[src/rtl/sum_serial_nibble.sv]
// Nibble-serial adder: one 4-bit add stage, a registered inter-nibble
// carry, and a valid/ready handshake on both the operand and result sides.

module Sum_com4b (
    input  logic [3:0] a,
    input  logic [3:0] b,
    input  logic       cin,
    output logic [3:0] sum,
    output logic       cout
);

    assign {cout, sum} = {1'b0, a} + {1'b0, b} + {4'b0000, cin};

endmodule

module sum_serial_nibble #(
    parameter int NIBBLES = 2
) (
    input  logic                 i_Clk,
    input  logic                 i_Rst,
    input  logic                 i_Valid,
    output logic                 o_Ready,
    input  logic [4*NIBBLES-1:0] i_bit1,
    input  logic [4*NIBBLES-1:0] i_bit2,
    input  logic                 i_Carry,
    output logic                 o_Valid,
    input  logic                 i_Ready,
    output logic [4*NIBBLES-1:0] o_Suma,
    output logic                 o_Carry,
    output logic                 o_Busy
);

    localparam int W  = 4 * NIBBLES;
    localparam int CW = (NIBBLES > 1) ? $clog2(NIBBLES) : 1;

    typedef enum logic [1:0] {
        IDLE,
        RUN,
        DONE
    } state_t;

    state_t          state;
    logic [W-1:0]    a_sh;
    logic [W-1:0]    b_sh;
    logic [W-1:0]    part;
    logic            carry;
    logic [CW-1:0]   cnt;
    logic [3:0]      nsum;
    logic            ncout;
    logic [W-1:0]    next_part;
    logic            last;

    Sum_com4b u_add (
        .a   (a_sh[3:0]),
        .b   (b_sh[3:0]),
        .cin (carry),
        .sum (nsum),
        .cout(ncout)
    );

    // New nibble sums enter at the top; after NIBBLES steps the word is aligned.
    generate
        if (NIBBLES == 1) begin : g_one
            assign next_part = nsum;
        end else begin : g_many
            assign next_part = {nsum, part[W-1:4]};
        end
    endgenerate

    assign last = (cnt == CW'(NIBBLES - 1));

    // Handshake flags depend only on state (and reset for ready).
    assign o_Ready = (state == IDLE) && !i_Rst;
    assign o_Valid = (state == DONE);
    assign o_Busy  = (state != IDLE);

    // Control FSM with operand shifters, carry chain and result registers.
    always_ff @(posedge i_Clk or posedge i_Rst) begin
        if (i_Rst) begin
            state   <= IDLE;
            a_sh    <= '0;
            b_sh    <= '0;
            part    <= '0;
            carry   <= 1'b0;
            cnt     <= '0;
            o_Suma  <= '0;
            o_Carry <= 1'b0;
        end else begin
            case (state)
                IDLE: begin
                    if (i_Valid) begin
                        a_sh  <= i_bit1;
                        b_sh  <= i_bit2;
                        carry <= i_Carry;
                        cnt   <= '0;
                        state <= RUN;
                    end
                end
                RUN: begin
                    part  <= next_part;
                    carry <= ncout;
                    a_sh  <= a_sh >> 4;
                    b_sh  <= b_sh >> 4;
                    cnt   <= cnt + CW'(1);
                    if (last) begin
                        o_Suma  <= next_part;
                        o_Carry <= ncout;
                        state   <= DONE;
                    end
                end
                DONE: begin
                    if (i_Ready) begin
                        state <= IDLE;
                    end
                end
                default: state <= IDLE;
            endcase
        end
    end

endmodule

[config.mk]
export PLATFORM = sky130hd
export DESIGN_NAME = sum_serial_nibble
export DESIGN_NICKNAME = d
export VERILOG_FILES = /design/src/rtl/sum_serial_nibble.sv
export SDC_FILE = /design/constraint.sdc
export NUM_CORES = 1
export LEC_CHECK = 0
export CAP_MARGIN = 20
export CORE_MARGIN = 2
export CORE_UTILIZATION = 40
export CTS_BUF_LIST = sky130_fd_sc_hd__clkbuf_16
export DETAILED_ROUTE_END_ITERATION = 10
export MAX_ROUTING_LAYER = met4
export PLACE_DENSITY_LB_ADDON = 0.1
export RECOVER_POWER = 50
export SLEW_MARGIN = 15
export SYNTH_ARGS = -nofsm -noshare
export SYNTH_HDL_FRONTEND = slang
export SYNTH_SLANG_ARGS = --single-unit
[constraint.sdc]
create_clock -name i_Clk -period 3.3 [get_ports i_Clk]
set_input_delay 0.495 -clock i_Clk [delete_from_list [all_inputs] [get_ports i_Clk]]
set_output_delay 0.495 -clock i_Clk [all_outputs]
set_load 0.05 [all_outputs]
==> out/metrics.yaml <==
status: "finished with violations"
failed_checks: "max-capacitance violations, max-slew violations"
required_ps: 2800
portBuffers: 32
ys.warnings.count: 0
htreeDepth: 2
synth_nets: 163
fill_cells: 345
cp_max_fo: 19
clkTransAtPathRegs_ps: 50
synth_cell_type_count: 31
clockBufferDepth: 2
period_share_pct: 79.5
period_needed_ps: 2620
drv_slew: 34
avgRoutedWirePerCell_um: 13.9
synthArstFlopShare_pct: 100
cts-buffers-inserted: 5
drt_first_pass_iters: 4
drv_cap: 1
clock_sinks: 33
root_buffer: "clkbuf_16"
synth.yosys.seq_area_share_pct: 54.4
hold_class: "reg2reg"
worstSetupPathType: "reg2out"
power_w: 0.00212
synth.avg_cell_area_um2: 11.1
num_rows: 22
synth_edf_count: 0
grt.total_usage_pct: 16.6
fmax_ghz: 0.381
start_util_pct: 41.5
hold_slack_ps: 475
post_cts_buffers: 0
postCtsHoldBufs: 0
drt_iter0_markers: 52
start_kind: "register"
final_common_cell: "dfrtp_1"
overflow: 0
synthesis.instances: 137
ys_seq_elements: 33
antenna_found_initial: 0
dieArea_um2: 4300
fin_nets: 195
fp.dieW_um: 65.6
num_vias: 1106
syn_to_final_growth_pct: 29.5
place_congestion: 0.765
drive_gt1_share_pct: 7.69
arrival_ps: 2130
setup_violations: 0
grt_pass1_vias: 1161
drtAntennaViolNets: 0
clk_latency_ps: 270
cp-end-kind: "primary output"
fin_worst_skew_ps: 3.01
grt_max_degree: 34
yosys_most_used_dff: "dfrtp_1"
routed_wl_mm: 3.02
final_cell_mix: "33 x dfrtp_1, 30 x clkdlybuf4s50_1, 21 x nand2_1, 16 x o21ai_0"
post_cts_resized: 0
final-instance-count-excl-fill: 217
power_leakage_nw: 0.891
rsz0062_at_grt: "false"
cts_tree: "yes"
max-slew-margin-rel_pct: -15.6
core_um2: 3660
syn-cell-area_um2: 1520
tns_ps: 0
diodes: 0
die_h_um: 65.6
hold_viol_final: 0
grt_pass1_wl_mm: 5.16
hpwlAfterDp_mm: 2.22
io_pins: 33
placedCellCount: 210
vdd_ir_drop_max_v: 0.000430
worst_slew_pin_slew_ps: 1730
power.density_nw_per_um2: 1080
drc_errors: 0
routed_via_density: 5.10
-- kinds of logic (layout without fill, tap and decap cells) --
group / after synthesis / count (layout) / share of synthesized area [%]
buffers and inverters: 15 / 47 / 5.44
AOI/OAI and AO/OA: 40 / 40 / 17.8
muxes: 5 / 5 / 3.71
and+or+nand+nor: 38 / 38 / 12.9
adders and majority gates: 5 / 5 / 5.11
xor gates and xnor gates: 1 / 1 / 0.577
DFF: 33 / 33 / 54.4
-- state kept, by name, summed over array words and instances (netlist names) --
register / flops
b_sh: 8
o_Suma: 8
cnt: 1
a_sh: 8
part: 4
o_Carry: 1
carry: 1
state: 2
-- worst max-delay path, stage by stage (launching register included) --
cell	delay (ps)
dfrtp_1	550
or2_2	390
nor2_1	100
clkdlybuf4s50_1	810
-- layer usage --
metal / wire (um) / track usage, %
met5: 0 / -
met4: 61 / 7.81
met3: 108 / 3.60
met2: 1510 / 28.1
met1: 1340 / 18.8
-- synth_stat cells (all sizes together), types with 2 or more instances --
| cell type | instances | area [um2] |
|---|---|---|
| fa | 2 | 40.0 |
| nand4 | 2 | 12.5 |
| nor2 | 2 | 10.0 |
| mux2 | 5 | 56.3 |
| a22o | 7 | 61.3 |
| nand3b | 2 | 27.5 |
| buf | 5 | 43.8 |
| a21oi | 3 | 15.0 |
| ha | 3 | 37.5 |
| a211o | 2 | 17.5 |
| inv | 7 | 26.3 |
| o21ai | 16 | 80.1 |
| nand3 | 2 | 10.0 |
| nor2b | 2 | 12.5 |
| a22oi | 8 | 60.1 |
| dfrtp | 33 | 826 |
| nand2 | 21 | 78.8 |
| nand2b | 4 | 25.0 |
| clkbuf | 3 | 12.5 |
-- report_power, final --
group	internal (W)	leakage (nW)	switching [W]
registers	0.000589	0.421	0.000150
logic	0.000380	0.402	0.000573
clock network	0.000269	0.0685	0.000158
-- area by class of cell --
cell class              instances  area (um2)  area share [%]
clock inverters                 2        7.51           0.382
inverters                       7        26.3            1.34
multi-input cells              89         597            30.4
repair buffers                 33         324            16.5
flip-flops and latches         33         826            42.0
well taps                      48        60.1            3.06
clock buffers                   5         125            6.37
-- worst paths after layout --
path / from / end / slack, ps / depth (start not counted)
worst max-delay path: state[1] / o_Ready / 680 / 3
worst min-delay path: o_Carry / o_Carry / 480 / 2
worst max register to register: b_sh[0] / carry / 1520 / 7
worst min register to register: o_Carry / o_Carry / 480 / 2
max in group asynchronous: i_Rst / o_Suma[3] / 1000 / 3
min in group asynchronous: i_Rst / b_sh[4] / 1300 / 3
-- through the flow --
| stage | setup slack (ps) | util, % | instance area (um2) |
|---|---|---|---|
| floorplan | 1190 | - | 1520 |
| global placement | 952 | 50.5 | 1850 |
| detailed placement | 940 | 50.5 | 1850 |
| CTS | 636 | 54.1 | 1980 |
| global route | 578 | 53.7 | 1970 |
| finish | 676 | 53.7 | 1970 |
No activity file was read; power rests on OpenSTA's default activity.
